<file path="config.mk">
export PLATFORM = sky130hd
export DESIGN_NAME = fir_decim_framer
export DESIGN_NICKNAME = d
export VERILOG_FILES = /design/src/rtl/fir_decim_framer.sv
export SDC_FILE = /design/constraint.sdc
export NUM_CORES = 1
export LEC_CHECK = 0
export CORE_MARGIN = 1
export CORE_UTILIZATION = 34
export CTS_CLUSTER_DIAMETER = 120
export CTS_CLUSTER_SIZE = 8
export DETAILED_ROUTE_END_ITERATION = 12
export PLACE_DENSITY = 0.59
export SYNTH_ARGS = -nofsm -noshare
export SYNTH_HDL_FRONTEND = slang
export SYNTH_SLANG_ARGS = --single-unit
</file>
<file path="constraint.sdc">
create_clock -name clk -period 2.6 [get_ports clk]
set_input_delay 0.26 -clock clk [delete_from_list [all_inputs] [get_ports clk]]
set_output_delay 0.26 -clock clk [all_outputs]
set_load 0.02 [all_outputs]
</file>
<file path="src/rtl/fir_decim_framer.sv">
// Rounds/saturates the FIR output to OUT_WIDTH, keeps 1 of DECIM samples,
// tags FRAME_LEN-sample frames with sop/eop and queues them in a small FIFO.
module fir_decim_framer #(
   parameter int IN_WIDTH   = 28,
   parameter int OUT_WIDTH  = 16,
   parameter int SHIFT      = 12,
   parameter int DECIM      = 4,
   parameter int FRAME_LEN  = 256,
   parameter int FIFO_DEPTH = 16
) (
   input  logic                        clk,
   input  logic                        rst_n,
   input  logic                        fir_valid,
   input  logic signed [IN_WIDTH-1:0]  fir_data,
   input  logic                        frame_en,
   output logic signed [OUT_WIDTH-1:0] out_data,
   output logic                        out_valid,
   input  logic                        out_ready,
   output logic                        out_sop,
   output logic                        out_eop,
   output logic                        overflow,
   output logic [15:0]                 frame_cnt
);

   localparam int PW = (DECIM > 1) ? $clog2(DECIM) : 1;
   localparam int IW = (FRAME_LEN > 1) ? $clog2(FRAME_LEN) : 1;
   localparam int AW = (FIFO_DEPTH > 1) ? $clog2(FIFO_DEPTH) : 1;
   localparam int EW = OUT_WIDTH + 2;

   localparam logic signed [IN_WIDTH:0] HALF    = (IN_WIDTH+1)'(1) <<< (SHIFT-1);
   localparam logic signed [IN_WIDTH:0] SAT_MAX = (IN_WIDTH+1)'((1 << (OUT_WIDTH-1)) - 1);
   localparam logic signed [IN_WIDTH:0] SAT_MIN = (IN_WIDTH+1)'(-(1 << (OUT_WIDTH-1)));

   typedef enum logic {IDLE, CAPTURE} state_t;

   state_t                      state_q;
   logic [PW-1:0]               phase_q, phase_d;
   logic [IW-1:0]               index_q;
   logic                        keep, last;
   logic signed [IN_WIDTH:0]    rnd_sum, rnd_shr;
   logic signed [OUT_WIDTH-1:0] sat;

   logic                        push_q, push_sop_q, push_eop_q;
   logic signed [OUT_WIDTH-1:0] push_data_q;

   logic [EW-1:0]               mem_q [FIFO_DEPTH];
   logic [EW-1:0]               head;
   logic [AW-1:0]               wr_ptr_q, rd_ptr_q;
   logic [AW:0]                 count_q, count_d;
   logic                        pop, push_ok, overflow_q;
   logic [15:0]                 frame_cnt_q;

   assign keep    = (state_q == CAPTURE) && fir_valid && (phase_q == '0);
   assign last    = (index_q == IW'(FRAME_LEN-1));
   assign phase_d = (phase_q == PW'(DECIM-1)) ? '0 : phase_q + 1'b1;

   // Sign-extend by one bit so the rounding offset can never wrap.
   always_comb begin
      rnd_sum = {fir_data[IN_WIDTH-1], fir_data} + HALF;
      rnd_shr = rnd_sum >>> SHIFT;
      if (rnd_shr > SAT_MAX)      sat = SAT_MAX[OUT_WIDTH-1:0];
      else if (rnd_shr < SAT_MIN) sat = SAT_MIN[OUT_WIDTH-1:0];
      else                        sat = rnd_shr[OUT_WIDTH-1:0];
   end

   always_ff @(posedge clk) begin
      if (!rst_n) begin
         state_q     <= IDLE;
         phase_q     <= '0;
         index_q     <= '0;
         push_q      <= 1'b0;
         push_sop_q  <= 1'b0;
         push_eop_q  <= 1'b0;
         push_data_q <= '0;
      end else begin
         push_q <= keep;
         if (keep) begin
            push_data_q <= sat;
            push_sop_q  <= (index_q == '0);
            push_eop_q  <= last;
         end
         case (state_q)
            IDLE: if (frame_en) begin
               state_q <= CAPTURE;
               phase_q <= '0;
               index_q <= '0;
            end
            CAPTURE: if (fir_valid) begin
               phase_q <= phase_d;
               if (keep) begin
                  index_q <= last ? '0 : index_q + 1'b1;
                  if (last) state_q <= IDLE;
               end
            end
         endcase
      end
   end

   // A full FIFO still accepts a push when the head leaves in the same cycle.
   assign pop     = out_valid && out_ready;
   assign push_ok = push_q && ((count_q < (AW+1)'(FIFO_DEPTH)) || pop);

   always_comb begin
      count_d = count_q;
      if (push_ok && !pop)      count_d = count_q + 1'b1;
      else if (!push_ok && pop) count_d = count_q - 1'b1;
   end

   always_ff @(posedge clk) begin
      if (push_ok) mem_q[wr_ptr_q] <= {push_sop_q, push_eop_q, push_data_q};
   end

   always_ff @(posedge clk) begin
      if (!rst_n) begin
         wr_ptr_q    <= '0;
         rd_ptr_q    <= '0;
         count_q     <= '0;
         overflow_q  <= 1'b0;
         frame_cnt_q <= '0;
      end else begin
         if (push_ok) wr_ptr_q <= wr_ptr_q + 1'b1;
         if (pop)     rd_ptr_q <= rd_ptr_q + 1'b1;
         count_q <= count_d;
         if (push_q && !push_ok)    overflow_q  <= 1'b1;
         if (push_q && push_eop_q)  frame_cnt_q <= frame_cnt_q + 1'b1;
      end
   end

   always_comb head = mem_q[rd_ptr_q];

   assign out_valid                   = (count_q != '0);
   assign {out_sop, out_eop, out_data} = out_valid ? head : '0;
   assign overflow                    = overflow_q;
   assign frame_cnt                   = frame_cnt_q;

endmodule

</file>
==> results of run 1 <==
-- critical path: stages, from the launching register on --
cell and delay, ns:
dfxtp_4 0.39, buf_6 0.12, buf_8 0.12, buf_16 0.13, mux4_2 0.48, mux4_2 0.51, and2_4 0.18, buf_6 0.12
-- synth_stat cells (3+ instances only) --
cell / n
edfxtp_1: 288
mux4_2: 90
dfxtp_1: 64
and2_1: 40
nand2_1: 34
o21ai_0: 28
clkbuf_1: 27
nand3_1: 22
nor2_1: 22
xnor2_1: 21
a21oi_1: 20
ha_1: 15
nor3_1: 15
inv_1: 13
nor2b_1: 11
a21boi_0: 10
xor2_1: 10
buf_6: 8
and3_1: 7
a31oi_1: 6
nand4_1: 6
or3_1: 6
a21o_1: 4
a32o_1: 4
buf_2: 4
mux2i_1: 4
nand2b_1: 4
nor4_1: 3
-- sequential cells by signal, summed over array words and instances, names as in the netlist, named ones only --
name         count
mem_q          288
frame_cnt       16
push_data_q     16
index_q          8
count_q          5
rd_ptr_q         4
wr_ptr_q         4
phase_q          2
overflow         1
push_eop_q       1
push_q           1
push_sop_q       1
state_q          1
-- kinds of logic after synthesis --
| family | after synthesis | share of synthesized area |
|---|---|---|
| flops | 352 | 0.6979 |
| mux | 95 | 0.1461 |
| buf+inv | 52 | 0.01829 |
| simple gates | 181 | 0.06789 |
| xor+xnor | 31 | 0.01908 |
| compound gates | 82 | 0.03615 |
| fa+ha+maj | 16 | 0.01460 |
-- cell type report --
class                      instances  area share
sequential                       352      0.5629
multi-input combinational        405      0.2351
timing repair buffer             134     0.08583
clock buffer                      63     0.07243
tap                              532     0.03770
clock inverter                     3    0.003331
inverter                          13    0.002764
-- worst paths after layout --
kind                                 start                          end  slack [ns]  depth (start not counted)
setup reg to reg   count_q[0]$_SDFFE_PN0P_      count_q[4]$_SDFFE_PN0P_        0.25                         11
hold / removal                fir_data[20]  push_data_q[8]$_SDFFE_PN0P_        0.46                          3
hold reg to reg   rd_ptr_q[3]$_SDFFE_PN0P_                    flip-flop        0.50                          2
setup / recovery                 flip-flop                      out_sop       -0.25                          7
-- what timing repair did --
action / CTS / global route
buffers inserted: 10 / 0
endpoints found under the hold margin: 1 / 0
gates resized for setup: 124 / 5
pin swaps: 1 / 0
hold buffers: 1 / 0
endpoints found under the setup margin: 18 / 18
cloned: 5 / 0
-- per-stage QoR --
stage / area [um^2] / worst slack, ns / setup TNS [ns] / power, mW / utilization
6_report: 17650 / -0.2481 / -3.686 / 15.78 / 0.4304
5_1_grt: 17650 / -0.3319 / -5.080 / 16.45 / 0.4304
4_1_cts: 17720 / -0.3188 / -4.563 / 16.09 / 0.4320
3_5_place_dp: 16070 / -0.1524 / -2.219 / 9.827 / 0.3917
3_3_place_gp: 16070 / -0.1550 / -2.162 / 9.797 / 0.3917
2_1_floorplan: 14250 / 0.1249 / 0 / 8.569 / -
-- power groups by stage --
stage / clock [mW] / combinational [mW] / sequential, mW
3_3_place_gp: 0 / 3.29 / 6.50
5_1_grt: 5.96 / 4.10 / 6.39
2_1_floorplan: 0 / 2.18 / 6.39
4_1_cts: 5.74 / 3.98 / 6.37
6_report: 5.61 / 3.80 / 6.37
3_5_place_dp: 0 / 3.32 / 6.51
-- per-layer routing --
| layer | vias to the layer above | share of wire | global-route usage | wire (um) |
|---|---|---|---|---|
| met2 | 201 | 0.48 | 0.2520 | 15340 |
| met4 | 0 | 0.014 | 0.03493 | 440 |
| met5 | - | 0 | 0 | 0 |
| met1 | 3948 | 0.45 | 0.2164 | 14370 |
| li1 | 3493 | - | - | - |
| met3 | 40 | 0.051 | 0.02198 | 1637 |
==> results.toml, run 1 <==
[worst_setup_path]
worstPathRequired_ns = 2.34
critPathKind = "reg -> out"
critPathMaxFanout = 5
worst_setup_path_start_kind = "flip-flop"
critPathCaptureType = "output pin"
cp_data_arrival_time_ns = 2.59

[clocking]
tritoncts = "yes"
clockBufferDepth = 3
cts_made_buffers = 49
insertion_delay_ns = 0.55
clock_sinks = 352
cts-htree-levels = 2
clk_pin_slew_ns = 0.05
cts-root-buf = "clkbuf_16"

[logic_synthesis]
synthDistinctLibCells = 46
yosys_warnings = 0
seq_area_frac_synth = 0.6979
ys.flop_type = "edfxtp_1"
synth_area_mm2 = 0.01423
ys_ff_latch = 352
syn_inst = 809
postSynthAreaPerCell_um2 = 17.59
yosys.area.top_type = "edfxtp_1"
async_flop_share = 0
ys_top_cells_by_area = "edfxtp_1 (61%), mux4_2 (14%), dfxtp_1 (9.0%), and2_1 (1.8%), ha_1 (1.3%)"
synth_nets = 858
synth.top_cell.area_share = 0.6079
synth-edff-count = 288

[sta]
rsz0062_at_grt = "true"
slew_violations = 0
setup_slack_ns = -0.2481
finalCriticalPeriod_ns = 2.848
worst_slew_margin_rel = 0.4894
hold_violations = 0
max_freq_ghz = 0.3511
timing.hold.ws_ns = 0.4565
period_share = 1.095
setup_violations = 18
skew_ns = 0.01905
worst_pin_slew_ns = 0.7648

[global_routing]
grt_start_max_net_pins = 62
grt_pass1_vias = 7958
overflow = 0
grt_pass1_wl_mm = 48.49
grt_util_all_layers = 0.1536
antenna_found_initial = 0

[routing]
wl_per_cell_um = 21.17
drtIter0Drc = 627
wirelength_mm = 31.79
avgViaCountPerCell = 5.115
drc_errors = 4
first_pass_iters = 8
route.vias.total = 7682
drtAntennaViolNets = 0

[final_layout]
nNetsFinal = 1004
final_cells = 1502
register_area_mm2 = 0.009937
drive_gt1_frac = 0.2814
final_common_cell = "edfxtp_1"
area_growth_pct = 24.09
fillers = 3599
multi_input_area_mm2 = 0.004150
antennaDiodeCount = 0
final_cell_mix = "edfxtp_1 (288), mux4_2 (90), dfxtp_1 (62)"

[power_and_ir_drop]
switchingPower_mw = 4.015
sw_frac_of_total = 0.2543
irDropWorstVdd_uv = 512.5
internal_power_mw = 11.77
pwr-share-seq = 0.404
clkPwrFrac = 0.355
p_comb_frac = 0.241
leakage_nw = 5.761
power_density_mw_per_mm2 = 894.1

[floorplanning]
die_area_mm2 = 0.04267
start_util = 0.3469
core_region_area_mm2 = 0.04102
die_w_um = 206.6
die_h_um = 206.6
row_count = 74
boundaryPins = 69

[place]
io_buffers = 57
place.gp.congestion = 0.7777
dp_cells = 1424
dp_hpwl_mm = 19.48

[status]
status = "finished with violations"
violations = "DRC, setup timing"

[min_path]
hp-class = "in -> reg"

[flow_run]
drv_cap = 0
Note: power is estimated with default switching activity, not from simulation.
==> run 2, diff against run 1 <==
--- a/config.mk
+++ b/config.mk
@@ -5,6 +5,7 @@
 export SDC_FILE = /design/constraint.sdc
 export NUM_CORES = 1
 export LEC_CHECK = 0
+export ABC_AREA = 0
 export CORE_MARGIN = 1
 export CORE_UTILIZATION = 34
 export CTS_CLUSTER_DIAMETER = 120
==> constraint.sdc (replaced) <==
create_clock -name clk -period 2.6 [get_ports clk]
set_input_delay 0.26 -clock clk [delete_from_list [all_inputs] [get_ports clk]]
set_output_delay 0.26 -clock clk [all_outputs]
set_load 0.1 [all_outputs]
==> run 2 against run 1 <==
  * The run still ends with DRC, setup timing left
  * Non-clock buffer count is 13 lower
  * Flip-flop and latch count did not move
  * Critical path depth is the same
  * Maximum frequency is 2.8% lower
  * Routed wire length down 3.2%
  * Clock skew fell by 0.0045 ns
  * Cell count down 1.0%
  * Core utilization rose by 0.073 points
  * Sequential power about the same
  * Total power is 13% higher
  * Count of clock-buffer cells in the layout is 1 lower
==> results.toml, run 2 (same netlist as run 1, synthesis figures left out) <==
[sta]
setup_slack_ns = -0.3304
worst_pin_slew_ns = 0.7076
worst_slew_margin_rel = 0.5276
max_freq_ghz = 0.3412
setup_violations = 18
finalCriticalPeriod_ns = 2.930
skew_ns = 0.01460
slew_violations = 0
rsz0062_at_grt = "true"
period_share = 1.127
hold_violations = 0

[floorplanning]
core_region_area_mm2 = 0.04102
die_w_um = 206.6
row_count = 74
die_h_um = 206.6
start_util = 0.3469
boundaryPins = 69
die_area_mm2 = 0.04267

[routing]
wl_per_cell_um = 20.70
first_pass_iters = 8
drtIter0Drc = 613
drc_errors = 1
route.vias.total = 7661
drtAntennaViolNets = 0
avgViaCountPerCell = 5.152
wirelength_mm = 30.79

[worst_setup_path]
reg2reg_slack_ns = 0.29
critPathMaxFanout = 6
worst_setup_path_start_kind = "flip-flop"
timing.rr.start = "count_q[0]$_SDFFE_PN0P_"
worstPathRequired_ns = 2.34
critPathKind = "reg -> out"
cp_data_arrival_time_ns = 2.67
critPathCaptureType = "output pin"
rr_endpoint = "count_q[4]$_SDFFE_PN0P_"
r2r_cells = 11

[flow_run]
drv_cap = 0

[final_layout]
largest_reg_flops = 288
fillers = 3591
top_register = "mem_q"
multi_input_area_mm2 = 0.004159
final_cell_mix = "edfxtp_1 (288), mux4_2 (90), dfxtp_1 (62)"
antennaDiodeCount = 0
register_area_mm2 = 0.009935
drive_gt1_frac = 0.2942
nNetsFinal = 991
final_common_cell = "edfxtp_1"
finish.utilization = 0.4312
area_growth_pct = 24.30

[status]
status = "finished with violations"
violations = "DRC, setup timing"

[place]
place.gp.congestion = 0.7992
dp_hpwl_mm = 18.68
io_buffers = 57

[clocking]
cts-htree-levels = 2
insertion_delay_ns = 0.55
clock_sinks = 352
clk_pin_slew_ns = 0.05
tritoncts = "yes"
cts-root-buf = "clkbuf_16"
cts_made_buffers = 49
clockBufferDepth = 3

[power_and_ir_drop]
irDropWorstVdd_uv = 595.6
leakage_nw = 5.785
power_mw = 17.85
power_density_mw_per_mm2 = 1009

[min_path]
min_to = "state_q$_SDFF_PN0_"
hp-class = "in -> reg"
worstHoldStart = "rst_n"
min_path_cells = 3

[global_routing]
grt_util_all_layers = 0.1505
grt_pass1_wl_mm = 47.69
overflow = 0
grt_pass1_vias = 7983
antenna_found_initial = 1
grt_start_max_net_pins = 38
run 2: final cells by class:
cell class                      instances  area share
Sequential cell                       352      0.5618
Inverter                               13    0.002759
Multi-Input combinational cell        405      0.2352
Timing Repair Buffer                  121     0.08794
Clock inverter                          2    0.002618
Clock buffer                           62     0.07210
Tap cell                              532     0.03764
run 2: worst max path at each step:
stage / start / end / cells after the start
after global routing: flip-flop / out_data[14] / 7
after detailed placement: out_ready / count_q[4]$_SDFFE_PN0P_ / 11
final: flip-flop / out_data[14] / 7
after global placement: out_ready / count_q[4]$_SDFFE_PN0P_ / 11
after floorplan: push_q$_SDFF_PN0_ / count_q[4]$_SDFFE_PN0P_ / 9
after CTS: flip-flop / out_data[14] / 7
run 2: report_power, final:
group / internal (mW) / switching (mW) / total [mW]
sequential: 6.20 / 0.162 / 6.37
combinational: 2.75 / 3.20 / 5.95
clock: 3.38 / 2.16 / 5.54
total: 12.3 / 5.52 / 17.8
run 2: repair_timing:
action | CTS | global route
resized for setup | 25 | 2
cloned | 5 | 0
buffers inserted | 8 | 0
setup endpoints to repair | 18 | 19
hold buffers | 0 | 0
run 2: per-stage QoR:
stage	cell area (um^2)	setup TNS (ns)	std cells	worst slack, ns	hold WS (ns)
floorplan	14250	0	809	0.1249	0.3708
global placement	16060	-0.06982	1410	-0.06982	0.4899
detailed placement	16060	-0.05886	1410	-0.05886	0.4967
CTS	17680	-5.619	1487	-0.3714	0.1284
global route	17680	-6.065	1487	-0.3962	0.1815
finish	17680	-4.684	1487	-0.3304	0.1559
run 2: metal layers:
layer	GRT usage	wire length [um]	part of all wire
met1	0.2181	14390	0.47
met3	0.02841	1735	0.056
met5	0	0	0
met2	0.2324	14200	0.46
met4	0.03939	458	0.015
run 2: worst max-delay path: stages (launching register included):
cell	delay, ns
dfxtp_4	0.37
buf_12	0.13
buf_12	0.13
buf_12	0.13
mux4_2	0.50
mux4_2	0.52
and2_4	0.19
buf_12	0.16
